## config.mk

```make
export PLATFORM = sky130hd
export DESIGN_NAME = ym2413_bus_write_sequencer
export DESIGN_NICKNAME = d
export VERILOG_FILES = /design/src/rtl/ym2413_bus_write_sequencer.sv
export SDC_FILE = /design/constraint.sdc
export NUM_CORES = 1
export LEC_CHECK = 0
export CORE_MARGIN = 5
export CORE_UTILIZATION = 55
export CTS_CLUSTER_DIAMETER = 30
export DETAILED_ROUTE_END_ITERATION = 10
export GPL_ROUTABILITY_DRIVEN = 1
export HOLD_SLACK_MARGIN = 0.08
export PLACE_DENSITY = 0.75
export SYNTH_ARGS = -nofsm -noshare
export SYNTH_HDL_FRONTEND = slang
export SYNTH_SLANG_ARGS = --single-unit
```

## constraint.sdc

```tcl
create_clock -name clk -period 3.8 [get_ports clk]
set_clock_uncertainty 0.15 [all_clocks]
set_input_delay 0.38 -clock clk [delete_from_list [all_inputs] [get_ports clk]]
set_output_delay 0.38 -clock clk [all_outputs]
set_load 0.05 [all_outputs]
```

## src/rtl/ym2413_bus_write_sequencer.sv

```systemverilog
// ym2413_bus_write_sequencer
//
// Queues OPLL register writes arriving as (address, data) pairs and replays
// each one onto the YM2413-style host bus as an address strobe followed by a
// data strobe. It also spaces them so the core never sees writes closer
// together than the real chip accepts: a settle period after reset, and
// address/data write-wait gaps after each strobe.
//
// Ports
//   clk         clock (XIN rate, shared with the OPLL core)
//   rst_n       asynchronous active-low reset
//   i_wr_valid  write request valid
//   i_wr_addr   OPLL register address
//   i_wr_data   OPLL register data
//   o_wr_ready  queue can accept a push (low while booting or full)
//   o_CS_n      chip select to core, active low (registered)
//   o_WR_n      write strobe to core, active low (registered)
//   o_A0        0 = address phase, 1 = data phase (registered)
//   o_D         bus data to core (registered)
//   o_busy      sequencer not idle, or queue non-empty
//   o_overflow  one-cycle pulse when a request is dropped
//
// ADDR_WAIT, DATA_WAIT and BOOT_WAIT are expected to be at least 1.
// FIFO_DEPTH must be a power of two, at least 2.
module ym2413_bus_write_sequencer #(
  parameter int FIFO_DEPTH    = 4,
  parameter int STROBE_CYCLES = 4,
  parameter int ADDR_WAIT     = 12,
  parameter int DATA_WAIT     = 84,
  parameter int BOOT_WAIT     = 1024
) (
  input  logic       clk,
  input  logic       rst_n,
  input  logic       i_wr_valid,
  input  logic [7:0] i_wr_addr,
  input  logic [7:0] i_wr_data,
  output logic       o_wr_ready,
  output logic       o_CS_n,
  output logic       o_WR_n,
  output logic       o_A0,
  output logic [7:0] o_D,
  output logic       o_busy,
  output logic       o_overflow
);

  localparam int PTR_W  = $clog2(FIFO_DEPTH);
  localparam int MAX_BD = (BOOT_WAIT > DATA_WAIT) ? BOOT_WAIT : DATA_WAIT;
  localparam int MAX_AS = (ADDR_WAIT > STROBE_CYCLES) ? ADDR_WAIT : STROBE_CYCLES;
  localparam int CNT_MAX = (MAX_BD > MAX_AS) ? MAX_BD : MAX_AS;
  localparam int CNT_W  = $clog2(CNT_MAX + 1);

  localparam logic [PTR_W:0]   DEPTH_C   = (PTR_W+1)'(FIFO_DEPTH);
  localparam logic [CNT_W-1:0] BOOT_LOAD = CNT_W'(BOOT_WAIT - 1);
  localparam logic [CNT_W-1:0] STB_LOAD  = CNT_W'(STROBE_CYCLES - 1);
  localparam logic [CNT_W-1:0] AGAP_LOAD = CNT_W'(ADDR_WAIT - 1);
  localparam logic [CNT_W-1:0] DGAP_LOAD = CNT_W'(DATA_WAIT - 1);

  typedef enum logic [2:0] {
    BOOT,
    IDLE,
    ADDR_STB,
    ADDR_GAP,
    DATA_STB,
    DATA_GAP
  } state_t;

  state_t           state_q, state_d;
  logic [CNT_W-1:0] cnt_q, cnt_d;

  logic [15:0]      mem [FIFO_DEPTH];
  logic [PTR_W-1:0] wr_ptr_q, rd_ptr_q;
  logic [PTR_W:0]   count_q;
  logic [15:0]      head;
  logic             full;
  logic             push;
  logic             pop;

  logic [7:0]       data_q, data_d;
  logic             cs_n_d, wr_n_d, a0_d;
  logic [7:0]       d_d;

  // Queue front end: accept/drop decisions are combinational on the request.
  assign full       = (count_q == DEPTH_C);
  assign o_wr_ready = (state_q != BOOT) && !full;
  assign push       = i_wr_valid && o_wr_ready;
  assign o_overflow = i_wr_valid && (state_q != BOOT) && full;
  assign o_busy     = (state_q != IDLE) || (count_q != '0);
  assign head       = mem[rd_ptr_q];

  always_ff @(posedge clk) begin
    if (push) begin
      mem[wr_ptr_q] <= {i_wr_addr, i_wr_data};
    end
  end

  always_ff @(posedge clk or negedge rst_n) begin
    if (!rst_n) begin
      wr_ptr_q <= '0;
      rd_ptr_q <= '0;
      count_q  <= '0;
    end else begin
      if (push) begin
        wr_ptr_q <= wr_ptr_q + 1'b1;
      end
      if (pop) begin
        rd_ptr_q <= rd_ptr_q + 1'b1;
      end
      case ({push, pop})
        2'b10:   count_q <= count_q + 1'b1;
        2'b01:   count_q <= count_q - 1'b1;
        default: count_q <= count_q;
      endcase
    end
  end

  // Sequencer: the bus values are computed for the next state and registered,
  // so a strobe is low for exactly the cycles the FSM spends in a *_STB state
  // and A0/D can only move on the edge that starts a strobe.
  always_comb begin
    state_d = state_q;
    cnt_d   = cnt_q;
    data_d  = data_q;
    cs_n_d  = 1'b1;
    wr_n_d  = 1'b1;
    a0_d    = o_A0;
    d_d     = o_D;
    pop     = 1'b0;
    case (state_q)
      BOOT: begin
        if (cnt_q == '0) begin
          state_d = IDLE;
        end else begin
          cnt_d = cnt_q - 1'b1;
        end
      end
      IDLE: begin
        if (count_q != '0) begin
          pop     = 1'b1;
          data_d  = head[7:0];
          a0_d    = 1'b0;
          d_d     = head[15:8];
          cs_n_d  = 1'b0;
          wr_n_d  = 1'b0;
          cnt_d   = STB_LOAD;
          state_d = ADDR_STB;
        end
      end
      ADDR_STB: begin
        if (cnt_q == '0) begin
          cnt_d   = AGAP_LOAD;
          state_d = ADDR_GAP;
        end else begin
          cnt_d  = cnt_q - 1'b1;
          cs_n_d = 1'b0;
          wr_n_d = 1'b0;
        end
      end
      ADDR_GAP: begin
        if (cnt_q == '0) begin
          a0_d    = 1'b1;
          d_d     = data_q;
          cs_n_d  = 1'b0;
          wr_n_d  = 1'b0;
          cnt_d   = STB_LOAD;
          state_d = DATA_STB;
        end else begin
          cnt_d = cnt_q - 1'b1;
        end
      end
      DATA_STB: begin
        if (cnt_q == '0) begin
          cnt_d   = DGAP_LOAD;
          state_d = DATA_GAP;
        end else begin
          cnt_d  = cnt_q - 1'b1;
          cs_n_d = 1'b0;
          wr_n_d = 1'b0;
        end
      end
      DATA_GAP: begin
        if (cnt_q == '0) begin
          state_d = IDLE;
        end else begin
          cnt_d = cnt_q - 1'b1;
        end
      end
      default: begin
        cnt_d   = BOOT_LOAD;
        state_d = BOOT;
      end
    endcase
  end

  always_ff @(posedge clk or negedge rst_n) begin
    if (!rst_n) begin
      state_q <= BOOT;
      cnt_q   <= BOOT_LOAD;
      o_CS_n  <= 1'b1;
      o_WR_n  <= 1'b1;
      o_A0    <= 1'b0;
      o_D     <= 8'h00;
    end else begin
      state_q <= state_d;
      cnt_q   <= cnt_d;
      o_CS_n  <= cs_n_d;
      o_WR_n  <= wr_n_d;
      o_A0    <= a0_d;
      o_D     <= d_d;
    end
  end

  // Latched data byte for the second strobe; pure datapath, no reset needed.
  always_ff @(posedge clk) begin
    data_q <= data_d;
  end

endmodule

```

Word level (Yosys, flattened, before mapping):

Memories as Yosys holds them, arrays and structs flattened.
Index checks and enable logic that the tools add are counted.

* bits in registers: 39
* bits in writable memories: 64
* input port bits: 19
* output and inout port bits: 14
* logic and storage cells: 75
* memories: 1

Memories
* mem: depth 4, width 16, read ports 1, clocked after memory_dff 0, wr ports 1, line 70 `logic [15:0] mem [FIFO_DEPTH];`

* $add $sub $neg: 5
* equality and inequality tests: 15
* multiplexer cells: 27
* reduce and logical (&&, ||, !) cells: 18

Operator list (number)
* 2-to-1 mux 11 bit: 5
* case mux 11 bit (5 select lines): 1
* 2-to-1 mux 8 bit: 2
* case mux 8 bit (2 select lines): 1
* 2-to-1 mux 3 bit: 5
* case mux 3 bit (5 select lines): 1
* logical NOT 11 bit: 1
* subtractor 11 x 1 -> 11 bit, second input constant: 1
* inequality test 2 bit, second input constant: 5
* equality test 3 bit, second input constant: 3
* 2-to-1 mux 1 bit: 9
* equality test 3 x 2 -> 1 bit, second input constant: 2
* case mux 3 bit (2 select lines): 1
* nonzero test 3 bit: 2
* AND reduction 5 bit: 1
* adder 2 x 1 -> 2 bit, second input constant: 2
* logical AND 1 bit: 4
* AND reduction 2 bit: 2
* nonzero test 2 bit: 2
* OR reduction 2 bit: 2
* adder 3 x 1 -> 3 bit, second input constant: 1
* equality test 3 x 1 -> 1 bit, second input constant: 1
* logical NOT 3 bit: 1
* inequality test 3 x 1 -> 1 bit, second input constant: 1
* 9 further kinds: 9

Depth between registers and ports, before layout:

Gate-level depths: netlist of run 1.

* word-level depth: 6
* mapped depth: 10
* gate-level depth less buffers: 10

Least setup slack after synthesis of run 1:

No wires, ideal clock.

* kind: register to register
* from: register state_q[1]
* to: register count_q[2]
* library setup time: 0.079 ns
* arrival: 2.694 ns
* required time: 3.571 ns
* path slack: 0.877 ns
* stages on the path, launching flop included: 10
* buffers on the path: 1
* period minus slack after synthesis: 2.923 ns
* cells stage by stage: dfrtp_1 buf_2 or3b_2 nor2_1 ha_1 inv_1 fa_1 xor2_1 nor2_1 xor2_1

* elaborated cells on any way between the ends: 9
* those cells by class: 3 x eq/ne; 2 x mux; 4 x reduce/logical

RTL lines
* start: declaration: line 67 `state_t state_q, state_d;`
* start signal: assignment: line 203 `state_q <= state_d;`
* equality test 3 x 1 -> 1 bit (*): line 128 `case (state_q)`
* 2-to-1 mux 1 bit (*): line 128
* named net pop: line 76 `logic pop;`
* equality test 2 x 1 -> 1 bit / equality test 2 bit (equally long branches): line 108 `case ({push, pop})`
* case mux 3 bit (2 select lines) / nonzero test 2 bit (equally long branches)
* end signal: assignment: line 109 `2'b10: count_q <= count_q + 1'b1;`
* end signal: assignment: line 110 `2'b01: count_q <= count_q - 1'b1;`
* end signal: assignment: line 111 `default: count_q <= count_q;`
* end: declaration: line 72 `logic [PTR_W:0] count_q;`

The timed path passes the listed nets; every way through them passes the cells marked *.
A chain may end at the register's enable or synchronous reset.

Final worst setup path of run 1:

* from: register state_q[1]
* to: output port o_busy

* longest elaborated chain between the ends: 2

Ends and longest elaborated chain
* inequality test 3 x 1 -> 1 bit: line 87 `assign o_busy = (state_q != IDLE) || (count_q != '0);`
* logical OR 1 bit: line 87
* end: declaration: line 42 `output logic o_busy,`

No other way between the ends.

==> results of run 1 <==
-- per-layer routing --
metal  vias to the layer above  routed length [µm]  track usage (%)
met5                         -                   0                0
met4                         0                 131            5.726
met3                        16                 473            4.014
met2                       101                3963            28.41
met1                      1308                3805            25.46
li1                       1202                   -                -
-- state kept, by name (all words and copies together), names as in the netlist --
register / cells
o_WR_n: 1
count_q: 3
mem: 64
o_A0: 1
o_D: 8
cnt_q: 11
rd_ptr_q: 2
state_q: 3
data_q: 8
wr_ptr_q: 2
-- Yosys cell counts (2+ instances only) --
| cell type | number |
|---|---|
| ha_1 | 7 |
| a211oi_1 | 4 |
| a21oi_1 | 10 |
| nor2_1 | 9 |
| dfrtp_1 | 20 |
| a31oi_1 | 3 |
| buf_2 | 4 |
| o211ai_1 | 2 |
| nand2b_1 | 4 |
| a41oi_1 | 6 |
| o21ai_0 | 3 |
| a221oi_1 | 2 |
| clkbuf_1 | 8 |
| nor3_1 | 5 |
| xnor2_1 | 4 |
| mux4_2 | 16 |
| buf_6 | 2 |
| o22ai_1 | 3 |
| o31ai_1 | 2 |
| nand3_1 | 9 |
| nand2_1 | 5 |
| dfstp_2 | 11 |
| xor2_1 | 3 |
| or4_1 | 2 |
| edfxtp_1 | 72 |
| nor3b_1 | 4 |
| inv_1 | 13 |
| mux2i_1 | 2 |
| nor2b_1 | 2 |
| mux2_2 | 17 |
| and2_1 | 8 |
| nand4_1 | 3 |
-- logic make-up after synthesis --
| group | after synthesis | share of synthesized area (%) |
|---|---|---|
| AO/OA/AOI/OAI | 47 | 7.650 |
| XOR/XNOR | 7 | 1.348 |
| adder cells (fa/ha/maj) | 8 | 2.366 |
| buffers and inverters | 28 | 2.834 |
| flip-flops | 103 | 64.91 |
| multiplexers | 35 | 12.58 |
| AND/OR/NAND/NOR | 62 | 8.311 |
-- how the worst max path moves through the flow --
| stage | end | cells after the start |
|---|---|---|
| after detailed placement | o_busy | 4 |
| after CTS | o_busy | 4 |
| final | o_busy | 4 |
| after global routing | o_busy | 4 |
| after global placement | o_busy | 4 |
| after floorplan | count_q[2] | 9 |
-- worst max-delay path: stages, from the launching register on --
cell	delay, ps
dfrtp_1	560
nor3b_1	370
and2_1	470
inv_1	230
clkdlybuf4s50_1	760
-- stage by stage --
stage | area [µm²] | setup WS, ps
2_1_floorplan | 4547 | 876.7
3_3_place_gp | 4949 | 1013
3_5_place_dp | 4949 | 974.9
4_1_cts | 5156 | 563.6
5_1_grt | 5156 | 335.3
6_report | 5156 | 530.5
-- layout make-up --
| class | count | area, µm² | share of cell area (%) |
|---|---|---|---|
| clock buffer | 9 | 123.9 | 2.402 |
| inverter | 13 | 48.80 | 0.9464 |
| tap | 105 | 131.4 | 2.548 |
| sequential | 103 | 2952 | 57.24 |
| clock inverter | 7 | 83.83 | 1.626 |
| multi-input combinational | 159 | 1466 | 28.44 |
| timing repair buffer | 36 | 350.3 | 6.794 |
-- report_power, final --
group	switching [mW]	total (mW)	leakage, nW	internal [mW]
combinational	0.725	1.33	0.664	0.603
clock	0.420	0.684	0.0967	0.265
sequential	0.252	1.82	1.01	1.57
==> metrics.md, run 1 <==
| Metric | Value |
|---|---|
| Worst Hold Class | `reg2reg` |
| Port buffer count | `32` |
| Avg Vias per Cell | `6.081` |
| Final core occ | `63.39%` |
| Worst reg2reg path startpoint | `cnt_q[2]` |
| Area contributors post-synth | `edfxtp_1 48%, dfrtp_1 11%, mux4_2 7.9%, dfstp_2 6.4%, mux2_2 4.2%` |
| Routed len/inst | `19.38 µm` |
| TritonCTS buffer count | `9` |
| Max-slew violation count | `0` |
| Post-route ant nets | `0` |
| MaxCap Viol Count | `0` |
| Hold Crit Start | `count_q[2]` |
| Avg Cell Area, Syn | `15.68 µm²` |
| Global route total overflow | `0` |
| Yosys top cell area share | `47.55%` |
| Clock Tree Buf Depth | `2` |
| RR Endpoint | `o_D[7]` |
| TritonCTS clock tree | `done` |
| Hpwl dp | `5902 µm` |
| CP Max Fanout | `15` |
| Hold EP | `count_q[2]` |
| 1st-iter DRT viols | `155` |
| Final net count | `349` |
| Post_cts resized | `0` |
| Worst setup EP type | `output port` |
| Commonest non-fill, non-tap cell in the layout | `edfxtp_1` |
| Warnings from Yosys | `0` |
| Worst hold stages | `1` |
| Filler cells | `590` |
| CP arrival | `2740 ps` |
| Startpoint types | `flop` |
| Top FF cell, synth | `edfxtp_1` |
| DR vias | `2627` |
| WS Path Type | `reg2out` |
| # rows | `33` |
| Leakage power | `1.774 nW` |
| Setup Fix Bufs, Post-CTS | `0` |
| Ant diodes | `0` |
| Post-synth ARST share | `30.10%` |
| Worst hold margin | `362.8 ps` |
| Status | `complete, no violations` |
| # H-tree levels | `3` |
| FF-to-FF path depth | `4` |
| CORE AREA | `0.008134 mm²` |
| Max Clock Freq | `0.3059 GHz` |
| Cts hold-fix bufs | `0` |
| CP startpoint | `state_q[1]` |
| Initial antenna violation count | `0` |
| Synthesized area | `0.004547 mm²` |
| Cell total after placement | `416` |
| Final Hold Vio Count | `0` |
| Die Ht | `100.9 µm` |
| Die W | `100.9 µm` |
| Least-Margin Pin Slew | `1042 ps` |
| First-pass DRT Iterations | `5` |
| Clock root cell | `clkbuf_8` |
| Clk slew on worst S/H paths | `110 ps` |
| Setup-failing EPs final | `0` |
| Area grow syn2layout | `13.40%` |
| Overall power | `3.832 mW` |
| CTS sink cnt | `103` |
| DRT Wirelength | `8374 µm` |
| Yosys reg bits | `103` |
| First-pass GRT wire length | `14060 µm` |
| Register area share after synthesis | `64.91%` |
| Unique masters post-synth | `57` |
| CP required | `3270 ps` |
| Mapped Cells | `290` |
| Post-Syn Nets | `317` |
| Worst-skew pair later-pin latency | `370 ps` |
| Most frequent cells in the layout | `72 x edfxtp_1, 32 x clkdlybuf4s50_1, 20 x dfrtp_1, 17 x mux2_2, 16 x mux4_2` |
| Top Ports | `33` |
| Tmin final | `3269 ps` |
| Number of global-route vias before repair | `2700` |
| Post-synth EDFFs | `72` |
| Final Cycle Share | `86.04%` |
| R2R Setup Slk | `1070 ps` |
| Share of cells above drive strength 1 | `22.02%` |
| Setup TNS Final | `0 ps` |
| Gpl congestion | `0.9602` |
| Finished Layout Cells | `432` |
| Die area | `0.01019 mm²` |
| Max transition margin | `30.33%` |
| Maximum VDD drop | `0.3256 mV` |
| RSZ-0062 raised after global routing | `false` |
| Synth area leader | `edfxtp_1` |
| GRT Total Usage | `18.11%` |
| Pwr/cell area | `743.2 mW/mm²` |
| Largest net degree at the start of global routing | `24` |
| Starting Density | `55.90%` |
| Residual DRC | `0` |
Power figures use the tool's default switching activity.
==> run 2: changes to the inputs <==
--- a/config.mk
+++ b/config.mk
@@ -10,8 +10,9 @@
 export CTS_CLUSTER_DIAMETER = 30
 export DETAILED_ROUTE_END_ITERATION = 10
 export GPL_ROUTABILITY_DRIVEN = 1
-export HOLD_SLACK_MARGIN = 0.08
+export HOLD_SLACK_MARGIN = 0.06
 export PLACE_DENSITY = 0.75
+export SETUP_SLACK_MARGIN = 0.1
 export SYNTH_ARGS = -nofsm -noshare
 export SYNTH_HDL_FRONTEND = slang
 export SYNTH_SLANG_ARGS = --single-unit
==> results of run 2 <==
Final layout, timing and power as in run 1 (identical DEF).
==> run 3: changes to the inputs <==
--- a/config.mk
+++ b/config.mk
@@ -9,7 +9,7 @@
 export CORE_UTILIZATION = 55
 export CTS_CLUSTER_DIAMETER = 30
 export DETAILED_ROUTE_END_ITERATION = 10
-export GPL_ROUTABILITY_DRIVEN = 1
+export GPL_TIMING_DRIVEN = 0
 export HOLD_SLACK_MARGIN = 0.06
 export PLACE_DENSITY = 0.75
 export SETUP_SLACK_MARGIN = 0.1
==> metrics.md, run 3 (same netlist as run 1, synthesis figures left out) <==
| Metric | Value |
|---|---|
| Finished layout cell area | `0.005216 mm² (+1.2%)` |
| Cell total after placement | `427 (+2.6%)` |
| CP arrival | `3370 ps (+630 ps)` |
| Global route total overflow | `0 (unchanged)` |
| 1st-iter DRT viols | `110 (-29%)` |
| Crit-path cells | `clkbuf_1 > or3b_2 > nor2_2 > ha_1 > inv_1 > fa_1 > xor2_1 > nor2_1 > xor2_1` |
| Logic gate share of total power | `37.4% (+2.8 points)` |
| Reg power frac | `44.9% (-2.6 points)` |
| RSZ-0062 raised after global routing | `false` |
| Worst-skew pair later-pin latency | `360 ps (about the same)` |
| Gpl congestion | `0.9418 (-1.9%)` |
| Max transition margin | `39.46% (+9.1 points)` |
| Top Ports | `33 (unchanged)` |
| Tmin final | `3228 ps (-41.69 ps)` |
| Slowest CP cell | `or3b_2` |
| CTS sink cnt | `103 (unchanged)` |
| Worst setup EP type | `flop` |
| Routed len/inst | `19.55 µm (+0.85%)` |
| CORE AREA | `0.008134 mm² (unchanged)` |
| Initial antenna violation count | `0 (unchanged)` |
| Pwr/cell area | `740.1 mW/mm² (-0.42%)` |
| TritonCTS clock tree | `done` |
| Worst reg2reg path startpoint | `state_q[2]` |
| MaxCap Viol Count | `0 (unchanged)` |
| Leakage power | `1.808 nW (+1.9%)` |
| Most frequent cells in the layout | `72 x edfxtp_1, 31 x clkdlybuf4s50_1, 20 x dfrtp_1, 17 x mux2_2, 16 x mux4_2` |
| Share of cells above drive strength 1 | `22.71% (+0.70 points)` |
| Setup TNS Final | `0 ps (unchanged)` |
| Internal power | `2.457 mW (+0.89%)` |
| Number of global-route vias before repair | `2781 (+3.0%)` |
| Largest net degree at the start of global routing | `32 (+33%)` |
| Residual DRC | `0 (unchanged)` |
| CP startpoint | `state_q[2]` |
| Setup Fix Bufs, Post-CTS | `0 (unchanged)` |
| Die W | `100.9 µm (unchanged)` |
| Final setup margin | `572.2 ps (+41.69 ps)` |
| CP Max Fanout | `11 (-4)` |
| Clock Tree Buf Depth | `2 (unchanged)` |
| GRT Total Usage | `18.71% (+0.60 points)` |
| Worst hold margin | `359.8 ps (-3.028 ps)` |
| Dpl ws | `252.6 ps (-722.3 ps)` |
| Status | `complete, no violations` |
| # rows | `33 (unchanged)` |
| Startpoint types | `flop` |
| Finished Layout Cells | `444 (+2.8%)` |
| Area grow syn2layout | `14.72%` |
| Area of the multi-input gates | `0.001469 mm² (+0.17%)` |
| Post-route ant nets | `0 (unchanged)` |
| Avg Vias per Cell | `5.986 (-1.6%)` |
| Least-Margin Pin Slew | `908.2 ps (-133.6 ps)` |
| Final net count | `361 (+3.4%)` |
| Setup-failing EPs final | `0 (unchanged)` |
| NetSw | `1.403 mW (+0.46%)` |
| Final Cycle Share | `84.94% (-1.1 points)` |
| DR vias | `2658 (+1.2%)` |
| CP required | `3940 ps (+670 ps)` |
| Max FFs per register | `64 (unchanged)` |
| Die area | `0.01019 mm² (unchanged)` |
| First-pass DRT Iterations | `4 (-1)` |
| Worst Hold Class | `reg2reg` |
| Slowest cell delay on critical path | `560 ps (-200 ps)` |
| Die Ht | `100.9 µm (unchanged)` |
| Port buffer count | `32 (unchanged)` |
| Final Hold Vio Count | `0 (unchanged)` |
| Starting Density | `55.90% (unchanged)` |
| Max Clock Freq | `0.3098 GHz (+1.3%)` |
| Ant diodes | `0 (unchanged)` |
| Hpwl dp | `5777 µm (-2.1%)` |
| Biggest register | `mem` |
| Largest registers | `mem: 64 flops, cnt_q: 11 flops` |
| TritonCTS buffer count | `9 (unchanged)` |
| WS Path Type | `reg2reg` |
| Final core occ | `64.13% (+0.74 points)` |
| Overall power | `3.861 mW (+0.74%)` |
| Clock root cell | `clkbuf_8` |
| Placed standard-cell area | `0.004994 mm² (+0.91%)` |
| Clk slew on worst S/H paths | `110 ps (about the same)` |
| Sw Share | `36.35% (-0.099 points)` |
| Filler cells | `590 (unchanged)` |
| Register area | `0.002952 mm² (unchanged)` |
| Hold Crit Start | `count_q[2]` |
| Maximum VDD drop | `0.3248 mV (-0.25%)` |
| # H-tree levels | `3 (unchanged)` |
| First-pass GRT wire length | `14380 µm (+2.3%)` |
| Most frequent CP cell | `xor2_1` |
| Clock power share | `17.7% (-0.2 points)` |
| DRT Wirelength | `8680 µm (+3.7%)` |
| Commonest non-fill, non-tap cell in the layout | `edfxtp_1` |
| Max-slew violation count | `0 (unchanged)` |
==> run 3: what timing repair did <==
item / in CTS / in global routing
gates resized for setup: 0 / 1
hold buffers: 1 / 0
hold endpoints to repair: 20 / 0
setup endpoints to repair: 0 / 1
==> run 3: power by group through the flow <==
| stage | clock network, mW | registers, mW | logic [mW] |
|---|---|---|---|
| after floorplan | 0 | 1.89 | 0.892 |
| after global placement | 0 | 1.74 | 1.42 |
| after detailed placement | 0 | 1.75 | 1.46 |
| after CTS | 0.702 | 1.73 | 1.46 |
| after global routing | 0.751 | 1.77 | 1.56 |
| final | 0.682 | 1.73 | 1.45 |
==> run 3: cell type report <==
type / instances / share of cell area (%)
flip-flops and latches: 103 / 56.58
plain buffers: 15 / 1.535
well taps: 105 / 2.519
multi-input cells: 159 / 28.16
clock inverters: 7 / 1.655
clock buffers: 9 / 2.375
inverters: 13 / 0.9355
repair buffers: 33 / 6.237
==> run 3: worst paths after layout <==
kind	endpoint	slack, ps	cells after the start
hold / removal	count_q[2]	360	1
min in group asynchronous	o_D[2]	440	2
setup / recovery	count_q[2]	570	9
setup reg to reg	count_q[2]	570	9
max in group asynchronous	wr_ptr_q[1]	2600	2
hold reg to reg	count_q[2]	360	1
==> run 3: per-layer routing <==
metal | track usage [%] | part of all wire, % | vias to the layer above
li1 | - | - | 1229
met1 | 24.34 | 42 | 1340
met5 | 0 | 0 | -
met4 | 5.521 | 1.5 | 0
met2 | 31.04 | 51 | 76
met3 | 4.983 | 5.4 | 13
==> run 3: worst max-delay path, delay by kind of cell (launching register included) <==
kind | cells | cell delay [ps]
xor gates and xnor gates | 2 | 310
adders and majority gates | 2 | 690
buffers and inverters | 2 | 330
DFF | 1 | 470
and+or+nand+nor | 3 | 1200
